$ cat src/rtl/bus_share_arbiter.sv
// bus_share_arbiter: round-robin owner selection plus GRANT/STROBE/HOLD/TURN sequencing of the
// shared data bus. Defining BUS_ARB_BURST_EN lets one grant carry up to BURST_LEN words.
module bus_share_arbiter #(
   parameter int N         = 4,
   parameter int BURST_LEN = 4
) (
   input  logic         clk,
   input  logic         rst_n,
   input  logic [N-1:0] req,
   output logic [N-1:0] link_bus,
   output logic         write,
   output logic [N-1:0] ack,
   output logic         busy,
   output logic [15:0]  xfer_cnt
);

   localparam int IW = (N > 1) ? $clog2(N) : 1;
`ifdef BUS_ARB_BURST_EN
   localparam bit BURST_EN = 1'b1;
`else
   localparam bit BURST_EN = 1'b0;
`endif
   localparam int          WORDS_PER_GRANT = BURST_EN ? BURST_LEN : 1;
   localparam logic [3:0]  LAST_IDX        = 4'(WORDS_PER_GRANT - 1);

   typedef enum logic [2:0] {
      S_IDLE,
      S_GRANT,
      S_STROBE,
      S_HOLD,
      S_TURN
   } state_t;

   state_t        state_q, state_d;
   logic [IW-1:0] ptr_q, ptr_d;
   logic [N-1:0]  req_q, req_d;
   logic [3:0]    burst_idx_q, burst_idx_d;
   logic [N-1:0]  link_bus_q, link_bus_d;
   logic          write_q, write_d;
   logic [N-1:0]  ack_q, ack_d;
   logic          busy_q, busy_d;
   logic [15:0]   xfer_cnt_q, xfer_cnt_d;

   logic [IW-1:0] cand;
   logic [IW-1:0] win_idx;
   logic          win_found;
   logic [N-1:0]  owner_oh;

   // First set request searching upward from the last owner, wrapping modulo N.
   always_comb begin
      cand      = ptr_q;
      win_idx   = ptr_q;
      win_found = 1'b0;
      for (int k = 1; k <= N; k++) begin
         cand = IW'((int'(ptr_q) + k) % N);
         if (!win_found && req_q[cand]) begin
            win_found = 1'b1;
            win_idx   = cand;
         end
      end
   end

   always_comb begin
      state_d     = state_q;
      ptr_d       = ptr_q;
      req_d       = req;
      burst_idx_d = burst_idx_q;
      xfer_cnt_d  = xfer_cnt_q;
      case (state_q)
         S_IDLE, S_TURN: begin
            if (win_found) begin
               state_d     = S_GRANT;
               ptr_d       = win_idx;
               burst_idx_d = 4'd0;
            end else begin
               state_d = S_IDLE;
            end
         end
         S_GRANT:  state_d = S_STROBE;
         S_STROBE: state_d = S_HOLD;
         S_HOLD: begin
            xfer_cnt_d = xfer_cnt_q + 16'd1;
            // Without bursting LAST_IDX is 0, so this never continues.
            if (req_q[ptr_q] && (burst_idx_q != LAST_IDX)) begin
               state_d     = S_GRANT;
               burst_idx_d = burst_idx_q + 4'd1;
            end else begin
               state_d = S_TURN;
            end
         end
         default: state_d = S_IDLE;
      endcase

      // Outputs are computed from the next state so they register in step with it.
      owner_oh        = '0;
      owner_oh[ptr_d] = 1'b1;
      link_bus_d = ((state_d == S_GRANT) || (state_d == S_STROBE) || (state_d == S_HOLD)) ?
                   owner_oh : '0;
      write_d    = (state_d == S_STROBE);
      ack_d      = (state_d == S_HOLD) ? owner_oh : '0;
      busy_d     = (state_d != S_IDLE);
   end

   always_ff @(posedge clk or negedge rst_n) begin
      if (!rst_n) begin
         state_q     <= S_IDLE;
         ptr_q       <= IW'(N - 1);
         req_q       <= '0;
         burst_idx_q <= 4'd0;
         link_bus_q  <= '0;
         write_q     <= 1'b0;
         ack_q       <= '0;
         busy_q      <= 1'b0;
         xfer_cnt_q  <= 16'd0;
      end else begin
         state_q     <= state_d;
         ptr_q       <= ptr_d;
         req_q       <= req_d;
         burst_idx_q <= burst_idx_d;
         link_bus_q  <= link_bus_d;
         write_q     <= write_d;
         ack_q       <= ack_d;
         busy_q      <= busy_d;
         xfer_cnt_q  <= xfer_cnt_d;
      end
   end

   assign link_bus = link_bus_q;
   assign write    = write_q;
   assign ack      = ack_q;
   assign busy     = busy_q;
   assign xfer_cnt = xfer_cnt_q;

endmodule

$ cat config.mk
export PLATFORM = sky130hd
export DESIGN_NAME = bus_share_arbiter
export DESIGN_NICKNAME = d
export VERILOG_FILES = /design/src/rtl/bus_share_arbiter.sv
export SDC_FILE = /design/constraint.sdc
export NUM_CORES = 1
export LEC_CHECK = 0
export ABC_CLOCK_PERIOD_IN_PS = 2400
export CAP_MARGIN = 20
export CORE_MARGIN = 2
export CORE_UTILIZATION = 51
export DETAILED_ROUTE_END_ITERATION = 7
export PLACE_DENSITY = 0.89
export SLEW_MARGIN = 20
export SYNTH_ARGS = -nofsm -noshare
export SYNTH_HDL_FRONTEND = slang
export SYNTH_SLANG_ARGS = --single-unit
$ cat constraint.sdc
create_clock -name clk -period 2.4 [get_ports clk]
set_input_delay 0.72 -clock clk [delete_from_list [all_inputs] [get_ports clk]]
set_output_delay 0.72 -clock clk [all_outputs]
set_load 0.03 [all_outputs]
**Yosys cells after proc, flatten, opt, wreduce, memory -nomap -nowiden**

Cells that the tools add are included.

- Bits in registers: 39
- Output and inout port bits: 26
- Logic and storage cells: 77

- Add/subtract/negate cells: 6
- Order comparisons: 7
- Eq/ne operators: 9
- Multiplexer cells: 30
- Reductions and logical operators: 16

Operators with widths:

| kind | number |
|---|---|
| less-than comparator 2 x 3 -> 1 bit, second input constant | 6 |
| adder 16 x 1 -> 16 bit, second input constant | 1 |
| two-way mux 4 bit | 4 |
| equality test 3 x 2 -> 1 bit, second input constant | 4 |
| two-way mux 2 bit | 6 |
| one-hot mux 3 bit (4 select lines) | 1 |
| two-way mux 1 bit | 11 |
| binary-select mux 1 bit (select 2 bit) | 5 |
| one-hot mux 4 bit (2 select lines) | 1 |
| equality test 3 x 1 -> 1 bit, second input constant | 2 |
| logical AND 1 bit | 5 |
| adder 2 x 1 -> 2 bit, second input constant | 2 |
| adder 2 bit, second input constant | 2 |
| adder 4 x 1 -> 4 bit, second input constant | 1 |
| inequality test 2 bit, second input constant | 2 |
| nonzero test 4 bit | 1 |
| equality test 3 bit, second input constant | 1 |
| logical NOT 1 bit | 3 |
| logical NOT 3 bit | 1 |
| two-way mux 3 bit | 1 |
| AND reduction 3 bit | 1 |
| nonzero test 3 bit | 1 |
| demux 1 bit (select 2 bit) | 1 |
| >= comparator 2 x 1 -> 1 bit, second input constant | 1 |
| 3 further kinds | 4 |

**Longest topological paths before layout**

Gate-level depths: netlist of the first run.

- Depth after elaboration: 20
- Depth in mapped cells: 7
- Mapped depth without buffers: 7

**Least setup slack after synthesis of the first run**

Ideal clock, no wire load.

- Kind: reg-to-reg
- Start point: register ptr_q[0]
- End point: register ack_q[0] (netlist: ack[0])
- Arrival time: 1817 ps
- Data required time: 2280 ps
- Slack: 463 ps
- Stages on the path, launching flop included: 7
- Path through: dfstp_2 -> buf_6 -> mux2_1 -> o32ai_1 -> or3_4 -> or3b_4 -> and4_1

- Cells in the longest elaborated chain, start to end: 20

Ends and longest elaborated chain:

| what | RTL line | source |
|---|---|---|
| start, declared | 35 | `logic [IW-1:0] ptr_q, ptr_d;` |
| start signal, assigned | 107 | `ptr_q <= IW'(N - 1);` |
| start signal, assigned | 117 | `ptr_q <= ptr_d;` |
| adder 2 x 1 -> 2 bit | 55 | `cand = IW'((int'(ptr_q) + k) % N);` |
| binary-select mux 1 bit (select 2 bit) | 56 | `if (!win_found && req_q[cand]) begin` |
| two-way mux 1 bit (implied by the code) | 56 |  |
| two-way mux 1 bit | 56 |  |
| logical NOT 1 bit | 56 |  |
| logical AND 1 bit | 56 |  |
| two-way mux 1 bit | 56 |  |
| logical NOT 1 bit | 56 |  |
| [5 not listed] | -- |  |
| two-way mux 2 bit | 71 | `if (win_found) begin` |
| two-way mux 2 bit | 69 | `case (state_q)` |
| less-than comparator 2 x 3 -> 1 bit (implied by the code) or >= comparator 2 x 1 -> 1 bit (tied branches) | 96 | `owner_oh[ptr_d] = 1'b1;` |
| logical AND 1 bit (implied by the code) | 96 |  |
| two-way mux 1 bit (implied by the code) | 96 |  |
| demux 1 bit (select 2 bit) | 96 |  |
| two-way mux 4 bit (*) | 100 | `ack_d = (state_d == S_HOLD) ? owner_oh : '0;` |
| named net ack_d[0] | 40 | `logic [N-1:0] ack_q, ack_d;` |
| end signal, assigned | 122 | `ack_q <= ack_d;` |
| end, declared | 40 |  |

Mark *: on every way through the listed nets, which the timed path passes. The rest lies on a longest branch. The select of a mux whose other input is x is not followed.
A chain may end at the register's enable or synchronous reset.

**Final worst setup path of the first run**

- Start point: register xfer_cnt_q[6] (netlist: xfer_cnt[6])
- End point: output port xfer_cnt[6]

RTL lines:

| what | RTL line | source |
|---|---|---|
| start, declared | 42 | `logic [15:0] xfer_cnt_q, xfer_cnt_d;` |
| start signal, assigned | 124 | `xfer_cnt_q <= xfer_cnt_d;` |
| end, declared | 14 | `output logic [15:0] xfer_cnt` |

No word-level cell between the ends.

==> results of run 1 <==
## power by group through the flow
stage	Sequential, uW	Clock, uW	Combinational [uW]
floorplan	1100	0	507
global placement	970	0	886
detailed placement	986	0	923
CTS	973	545	927
global route	1000	578	1000
finish	975	535	924
## placed cells by master, fill, tap and decap left out, types with 3 or more instances in the layout
master	instances
xor2_1	4
a21oi_1	4
o21ai_0	5
clkbuf_4	5
ha_1	3
and2_1	4
nand2_1	8
inv_1	8
nand3_1	9
dfrtp_1	37
nand2b_1	5
clkdlybuf4s50_1	30
nor2_1	6
nand4_1	4
xnor2_1	13
o32ai_1	3
## routing by layer
layer / track usage / vias to the layer above / wire length, um
met2: 0.332 / 36 / 1680
li1: - / 612 / -
met1: 0.206 / 610 / 1350
met3: 0.0505 / 6 / 139
met5: 0 / - / 0
met4: 0.0944 / 0 / 50
## repair_timing
item                                   CTS  global route
endpoints found under the hold margin    0             0
setup endpoints to repair                0             1
hold buffers                             0             0
resized for setup                        0             1
## synthesized netlist by cell type, types with 2 or more instances
library cell   n
dfrtp_1       37
xnor2_1       13
nand3_1        9
inv_1          8
nand2_1        8
nor2_1         6
o21ai_0        6
nand2b_1       5
a21oi_1        4
and2_1         4
nand4_1        4
xor2_1         4
ha_1           3
o32ai_1        3
a31oi_1        2
and3b_1        2
and4_1         2
buf_2          2
dfstp_2        2
nor3_1         2
nor3b_1        2
nor4_1         2
o211ai_1       2
or2_2          2
or4_1          2
## layout make-up
cell class	instances	share of cell area
clock inverter	2	0.0273
multi-input combinational	103	0.330
tap	46	0.0262
inverter	8	0.0137
sequential	39	0.445
clock buffer	6	0.0188
timing repair buffer	31	0.139
## worst reg2reg max path, delay by kind of cell, from the launching register on
family,cells,cell delay [ps]
AOI/OAI and AO/OA,2,410
and+or+nand+nor,3,940
DFF,1,670
## through the flow
stage                     setup slack (ps)  cell area, sq um   util
final                                  166              2200  0.659
after global routing                  55.0              2200  0.659
after floorplan                        463              1760      -
after global placement                 403              2100  0.628
after detailed placement               260              2100  0.628
after CTS                              163              2200  0.659
## worst min-delay path by stage
stage | startpoint | slack, ps | depth (start not counted) | endpoint
floorplan | rst_n | 420 | 0 | ack[0]
global placement | xfer_cnt[15] | 460 | 1 | xfer_cnt[15]
detailed placement | xfer_cnt[15] | 470 | 1 | xfer_cnt[15]
CTS | state_q[2] | 470 | 1 | state_q[1]
global route | state_q[2] | 490 | 1 | state_q[1]
finish | rst_n | 460 | 1 | link_bus[0]
## registers in the layout, indices dropped and copies added, names as in the netlist
| name | cells |
|---|---|
| xfer_cnt | 16 |
| ack | 4 |
| burst_idx_q | 4 |
| link_bus | 4 |
| req_q | 4 |
| state_q | 3 |
| ptr_q | 2 |
| busy | 1 |
| write | 1 |
## cell families (layout without fill, tap and decap cells)
group / after synthesis / count (layout) / synth area share
and+or+nand+nor: 55 / 55 / 0.183
muxes: 3 / 3 / 0.0256
xor gates and xnor gates: 17 / 17 / 0.0846
adders and majority gates: 3 / 3 / 0.0213
DFF: 39 / 39 / 0.556
AOI/OAI and AO/OA: 25 / 25 / 0.0974
buffers and inverters: 12 / 47 / 0.0313
==> key figures, run 1 <==
Outcome
  – Outcome: finished, final reports clean

Clocking
  – Clock latency on the worst-skew pair: 340 ps
  – Clock buffer depth: 2
  – TritonCTS buffer count: 5
  – Setup fix buffers added after clock tree synthesis: 0
  – Reg clk slew, reported paths: 120 ps
  – CTS tree: done
  – Clock sink total: 39
  – Root Driver: clkbuf_4
  – # H-tree levels: 2

Synth
  – Synthesized Nets: 163
  – Synth Register Bits: 39
  – Syn. warnings: 0
  – Post-synth top area share: 0.526
  – Top cells by area, synth: dfrtp_1 53%, xnor2_1 6.5%, dfstp_2 3.0%, nand3_1 2.6%, ha_1 2.1%
  – Top_reg_cell synth: dfrtp_1
  – Mapped Area: 1760 sq um
  – Mapped Cells: 154
  – Seq/Total Area, Yosys: 0.556
  – Count of different cell masters after synthesis: 43
  – Top cell type by total area after synthesis: dfrtp_1
  – Mean post-synth cell area: around 11 sq um
  – Async SR Flop Fraction: 1.00
  – EDFF count, synth: 0

Setup path
  – CP endpoint kind: primary output
  – Critical path's top delay family: buffers and inverters
  – Crit path buf inv count: 1
  – Crit path cell chain: clkdlybuf4s50_1
  – Critical Path AT: 1510 ps
  – Critical path startpoint category: flip-flop
  – Critical path type: flip-flop to primary output
  – RR Endpoint: ack[2]
  – Reg2Reg Depth: 5
  – Required @ worst endpoint: 1680 ps
  – CP Capture Point: xfer_cnt[6]
  – R2R Path Start: ptr_q[1]
  – Flop-to-flop setup slack: 280 ps
  – Crit path from: xfer_cnt[6]
  – Crit path depth: 1
  – CP peak stage delay: approximately 710 ps
  – Max Fanout on Critical Path: 6
  – Worst path slowest cell: clkdlybuf4s50_1

Power
  – Cell area power density: 1110 nW/um^2
  – Internal power: roughly 1500 uW
  – Worst vdd ir: 0.000587 V
  – Combinational share of power: 0.379
  – Reg power frac: 0.401
  – Total power: approximately 2400 uW
  – Psw: 888 uW
  – Static Leak: 0.000945 uW
  – Switching part of the total: 0.365
  – Clock power frac: 0.220

STA
  – RSZ-0062 raised after global routing: false
  – Peak Freq: 0.448 GHz
  – Hold slack: 455 ps
  – Worst-Margin Slew: between 800 and 900 ps
  – Final period util: 0.931
  – Final setup vio count: 0
  – Setup_tns: 0 ps
  – Minimum clock period: around 2200 ps
  – Pins Over Slew Limit: 0
  – Final clock skew: 8.34 ps
  – Slew HR: 0.461
  – Final hold viol count: 0

Global routing
  – Total GRT Usage: 0.188
  – Largest net degree at the start of global routing: 40
  – Vias in the first global route: 1312
  – Antenna violations before repair: 0
  – GRT overflow: 0
  – First-pass GRT wire length: 5800 um

Placement
  – Cells after DPL: 227
  – DP HPWL: about 2300 um
  – Routability congestion estimate: 0.817
  – Port bufs: 31

Layout
  – Share of layout cells above drive strength 1: 0.101
  – Final Non-Filler Cells: 235
  – Fillers: 275
  – Count of nets after finishing: about 200
  – Register area: between 900 and 1000 sq um
  – Area growth syn-to-layout: 25.0%
  – Multi-input gate area: 726 sq um
  – # diodes: 0

Hold path
  – HP Class: input pin to async pin

Floorplan
  – Die height: about 63 um
  – # IOs: 32
  – Num rows: 21
  – DIE WIDTH: between 60 and 70 um
  – Die ar.: between 3000 and 4000 sq um
  – Core area: 3340 sq um
  – Initial Utilization: 0.527

Detailed routing
  – Post-Route WL: 3220 um
  – Vias: 1264
  – Post-DRT Antenna Nets: 0
  – Routed vias/inst: 5.38
  – Drt pass-1 iters: 5
  – Wire per inst: between 10 and 15 um
  – DRC violations left: 0
  – Initial DRC count: 60

Run
  – Max_cap viols: 0
(Power assumes the default switching activity.)
==> run 2, diff against run 1 <==
--- a/config.mk
+++ b/config.mk
@@ -9,6 +9,7 @@
 export CAP_MARGIN = 20
 export CORE_MARGIN = 2
 export CORE_UTILIZATION = 51
+export CTS_CLUSTER_SIZE = 25
 export DETAILED_ROUTE_END_ITERATION = 7
 export PLACE_DENSITY = 0.89
 export SLEW_MARGIN = 20
==> results of run 2 <==
Final layout, timing and power as in run 1 (identical DEF).
